--- config.mk ---
export PLATFORM = sky130hd
export DESIGN_NAME = fallthrough_small_fifo
export DESIGN_NICKNAME = d
export VERILOG_FILES = /design/src/rtl/fallthrough_small_fifo_pkg.sv /design/src/rtl/fallthrough_small_fifo.sv
export SDC_FILE = /design/constraint.sdc
export NUM_CORES = 1
export LEC_CHECK = 0
export ABC_AREA = 1
export ABC_CLOCK_PERIOD_IN_PS = 12400
export CAP_MARGIN = 20
export CORE_MARGIN = 4
export CORE_UTILIZATION = 55
export CTS_CLUSTER_DIAMETER = 150
export DETAILED_ROUTE_END_ITERATION = 12
export PLACE_DENSITY = 0.86
export SLEW_MARGIN = 10
export SYNTH_ARGS = -nofsm -noshare
export SYNTH_HDL_FRONTEND = slang
export SYNTH_SLANG_ARGS = --single-unit
--- constraint.sdc ---
create_clock -name clk -period 12.4 [get_ports clk]
set_input_delay 2.48 -clock clk [delete_from_list [all_inputs] [get_ports clk]]
set_output_delay 2.48 -clock clk [all_outputs]
set_load 0.02 [all_outputs]
--- src/rtl/fallthrough_small_fifo_pkg.sv ---
// fallthrough_small_fifo_pkg: shared flag struct and occupancy decode for the fall-through FIFO
//   fifo_flags_t  : {full, nearly_full, prog_full, empty}
//   decode_flags  : derives all status flags from the current occupancy
package fallthrough_small_fifo_pkg;

    typedef struct packed {
        logic full;
        logic nearly_full;
        logic prog_full;
        logic empty;
    } fifo_flags_t;

    // Pure combinational decode of occupancy; flags carry no register stage.
    function automatic fifo_flags_t decode_flags(
        input logic [31:0] cnt,
        input logic [31:0] depth,
        input logic [31:0] thr
    );
        fifo_flags_t f;
        f.full        = (cnt == depth);
        f.nearly_full = (cnt >= depth - 32'd1);
        f.prog_full   = (cnt >= thr);
        f.empty       = (cnt == 32'd0);
        return f;
    endfunction

endpackage

--- src/rtl/fallthrough_small_fifo.sv ---
// fallthrough_small_fifo: small first-word-fall-through FIFO for packed {ctrl,data} words
//   clk          in   1      rising-edge clock
//   reset        in   1      asynchronous active-low reset
//   din          in   WIDTH  write data
//   wr_en        in   1      push din
//   rd_en        in   1      pop current head word
//   dout         out  WIDTH  head word while non-empty, zero when empty
//   full         out  1      occupancy == DEPTH
//   nearly_full  out  1      occupancy >= DEPTH-1
//   prog_full    out  1      occupancy >= PROG_FULL_THRESHOLD
//   empty        out  1      occupancy == 0
// Optional macro FALLTHROUGH_FIFO_ERR_CHECK_EN adds simulation-only overflow/underflow messages.
module fallthrough_small_fifo
    import fallthrough_small_fifo_pkg::*;
#(
    parameter int WIDTH               = 72,
    parameter int MAX_DEPTH_BITS      = 3,
    parameter int PROG_FULL_THRESHOLD = 2**MAX_DEPTH_BITS - 1
) (
    input  logic             clk,
    input  logic             reset,
    input  logic [WIDTH-1:0] din,
    input  logic             wr_en,
    input  logic             rd_en,
    output logic [WIDTH-1:0] dout,
    output logic             full,
    output logic             nearly_full,
    output logic             prog_full,
    output logic             empty
);

    localparam int DEPTH = 2**MAX_DEPTH_BITS;
    localparam int CNT_W = MAX_DEPTH_BITS + 1;

    logic [WIDTH-1:0]          mem [DEPTH];
    logic [MAX_DEPTH_BITS-1:0] wr_ptr;
    logic [MAX_DEPTH_BITS-1:0] rd_ptr;
    logic [CNT_W-1:0]          count;
    logic                      do_wr;
    logic                      do_rd;
    fifo_flags_t               flags;

    // A full FIFO still accepts a write when the head is popped on the same edge.
    assign do_wr = wr_en && (!full || rd_en);
    assign do_rd = rd_en && !empty;

    assign flags = decode_flags(32'(count), 32'(DEPTH), 32'(PROG_FULL_THRESHOLD));
    assign full        = flags.full;
    assign nearly_full = flags.nearly_full;
    assign prog_full   = flags.prog_full;
    assign empty       = flags.empty;

    assign dout = empty ? '0 : mem[rd_ptr];

    // Storage is deliberately left uncleared by reset.
    always_ff @(posedge clk) begin
        if (do_wr) mem[wr_ptr] <= din;
    end

    // Pointers wrap naturally at DEPTH, so no explicit wrap logic is needed.
    always_ff @(posedge clk or negedge reset) begin
        if (!reset) begin
            wr_ptr <= '0;
            rd_ptr <= '0;
            count  <= '0;
        end else begin
            if (do_wr) wr_ptr <= wr_ptr + 1'b1;
            if (do_rd) rd_ptr <= rd_ptr + 1'b1;
            if (do_wr && !do_rd) count <= count + 1'b1;
            else if (do_rd && !do_wr) count <= count - 1'b1;
        end
    end

`ifdef FALLTHROUGH_FIFO_ERR_CHECK_EN
    always @(posedge clk) begin
        if (reset) begin
            if (wr_en && full && !rd_en) $display("%m: write to full fifo");
            if (rd_en && empty) $display("%m: read from empty fifo");
        end
    end
`endif

endmodule

==> flow_metrics.py <==
metrics = {
    "setup_path": {
        "critPathKind": "reg -> out",
        "worstPathRequired_ns": 9.92,
        "crit_fanout": 76,
        "arrival_ns": 4.59,
        "critPathCaptureType": "primary output",
        "ff2ff_setup_slack_ns": 8.99,
        "cp-start-kind": "register",
    },
    "sta": {
        "tightestPinTransition_ns": 1.10,
        "clock.fmax_mhz": 141,
        "fin_skew_ns": 0.0279,
        "hold_violations": 0,
        "slew_violations": 0,
        "slew_headroom_pct": 26.4,
        "fin_setup_tns_ns": 0,
        "period_share_pct": 57.0,
        "finalCriticalPeriod_ns": 7.07,
        "rsz0062_at_grt": "false",
        "finalSetupViolCount": 0,
    },
    "global_route": {
        "met1_usage_pct": 29.1,
        "grt_busiest_layer": "met2",
        "grt_pass1_wl_mm": 91.1,
        "grt.total_usage_pct": 22.9,
        "antenna_found_initial": 6,
        "grt_pass1_vias": 17800,
        "grt_max_degree": 171,
        "grt_overflow_total": 0,
        "gr-usage-met2_pct": 39.6,
        "grt.met3_usage_pct": 3.92,
    },
    "yosys": {
        "yosysWarnings": 0,
        "ys_ff_latch": 586,
        "synth_area_mm2": 0.0257,
        "synth.avg_cell_area_um2": 9.97,
        "synth_nets": 2662,
        "ys_seq_area_share_pct": 68.2,
        "synth_cell_type_count": 22,
        "synthCells": 2580,
    },
    "final_layout": {
        "layout_common_cells": "nand2_1, inv_1, edfxtp_1",
        "nFillCells": 3117,
        "regArea_mm2": 0.0176,
        "multiInputGateArea_mm2": 0.00544,
        "synthToLayoutAreaGrowth_pct": 15.6,
        "post-route-util_pct": 65.0,
        "fin_area_mm2": 0.0297,
        "drive_above_1_share_pct": 4.66,
        "mostFrequentLayoutCell": "nand2_1",
        "fin_nets": 2779,
    },
    "drt": {
        "drt-wirelength-per-cell_um": 17.5,
        "drc_errors": 0,
        "drt_first_pass_iters": 6,
        "routed_via_density": 5.29,
        "ant_nets": 0,
        "drt_iter0_markers": 1860,
        "totalWireLength_mm": 58.5,
        "vias": 17700,
    },
    "cts": {
        "cts_resized": 0,
        "cts_buffer_depth": 3,
        "cts_tree": "yes",
        "cts.sinks": 586,
        "clock-root-buffer": "clkbuf_16",
        "cts.clk_slew.worst_paths_ns": 0.06,
        "cts_buffers": 57,
        "clock_latency_ns": 0.63,
        "holdBufCountCts": 0,
        "post_cts_buffers": 0,
        "h-tree-depth": 2,
    },
    "worst_hold_path": {
        "hold_path_class": "reg -> reg",
    },
    "floorplanning": {
        "start_util_pct": 56.2,
        "die_w_um": 224,
        "die_area_mm2": 0.0503,
        "rows": 78,
        "die_h_um": 224,
        "pin_count": 152,
        "core_mm2": 0.0458,
    },
    "place": {
        "placed_cell_area_mm2": 0.0277,
        "numPortBuffers": 151,
        "gp_congestion": 0.772,
        "dp_hpwl_mm": 30.8,
    },
    "job": {
        "maxCapViolCount": 0,
    },
    "run_status": {
        "status": "finished, final reports clean",
    },
    "pwr": {
        "ir_worst_vdd_v": 0.000184,
        "power_density_mw_per_mm2": 242,
        "power.static_leakage_nw": 13.3,
    },
}
## registers in the layout, indices dropped and copies added, names as in the netlist
register,flops
mem,576
rd_ptr,3
count,4
wr_ptr,3
## cells in the mapped netlist, drive strengths merged
library cell    n  area, µm²
clkbuf         27        101
nor4            1       6.26
dfrtp          10        250
nor2          147        552
nand3         364       1820
xor2            1       8.76
edfxtp        576      17300
fa              1       20.0
nand4           1       6.26
nand2         748       2810
o21ai           3       15.0
ha              5       62.6
buf            93        474
nor3            8       40.0
xnor2           4       35.0
or2             1       6.26
a21oi           1       5.00
inv           589       2220
## logic make-up after synthesis
logic type,count (synthesis),share of synthesized area (%)
xor+xnor,5,0.170
buf+inv,709,10.9
flops,586,68.2
simple gates,1270,20.4
compound gates,4,0.0778
fa+ha+maj,6,0.321
## stage by stage
stage,setup slack (ns),power [mW],hold WS [ns],instances
detailed placement,5.88,5.40,0.550,3234
CTS,5.21,7.20,0.582,3342
finish,5.33,7.21,0.585,3349
global route,5.14,7.61,0.641,3348
global placement,5.95,5.30,0.522,3232
floorplan,4.10,4.40,0.490,2580
## power by group
part | switching (mW) | internal [mW] | leakage, nW | total, mW
sequential | 0.131 | 2.45 | 5.35 | 2.58
clock | 0.722 | 1.06 | 0.948 | 1.79
combinational | 1.85 | 0.990 | 7.01 | 2.84
total | 2.71 | 4.50 | 13.3 | 7.21
## final cells by class
type / instances / share of cell area [%]
antenna: 3 / 0.0252
clock buffer: 71 / 5.01
clock inverter: 37 / 1.57
inverter: 589 / 7.47
multi-input combinational: 1285 / 18.3
sequential: 586 / 59.0
tap: 600 / 2.52
timing repair buffer: 178 / 6.10
## worst paths after layout
| kind | from | endpoint | depth (start not counted) |
|---|---|---|---|
| setup / recovery | rd_ptr[1] | dout[69] | 8 |
| hold / removal | count[2] | count[2] | 2 |
| setup reg to reg | count[0] | count[3] | 12 |
| hold reg to reg | count[2] | count[2] | 2 |
| max in group asynchronous | reset | rd_ptr[0] | 1 |
| min in group asynchronous | reset | count[1] | 1 |
## layer usage
metal	part of all wire (%)	vias to the layer above
met2	50	769
met3	8.0	131
met4	2.9	6
li1	-	8321
met1	39	8496
met5	0.097	-
## critical path: stages, from the launching register on
cell             delay, ns
dfrtp_4               0.71
buf_12                0.30
inv_4                 0.71
buf_4                 0.82
nand3_1               0.18
nand2_1               0.11
nor2_1                0.05
nor2_1                0.30
clkdlybuf4s50_1       0.67
Power figures use the tool's default switching activity.
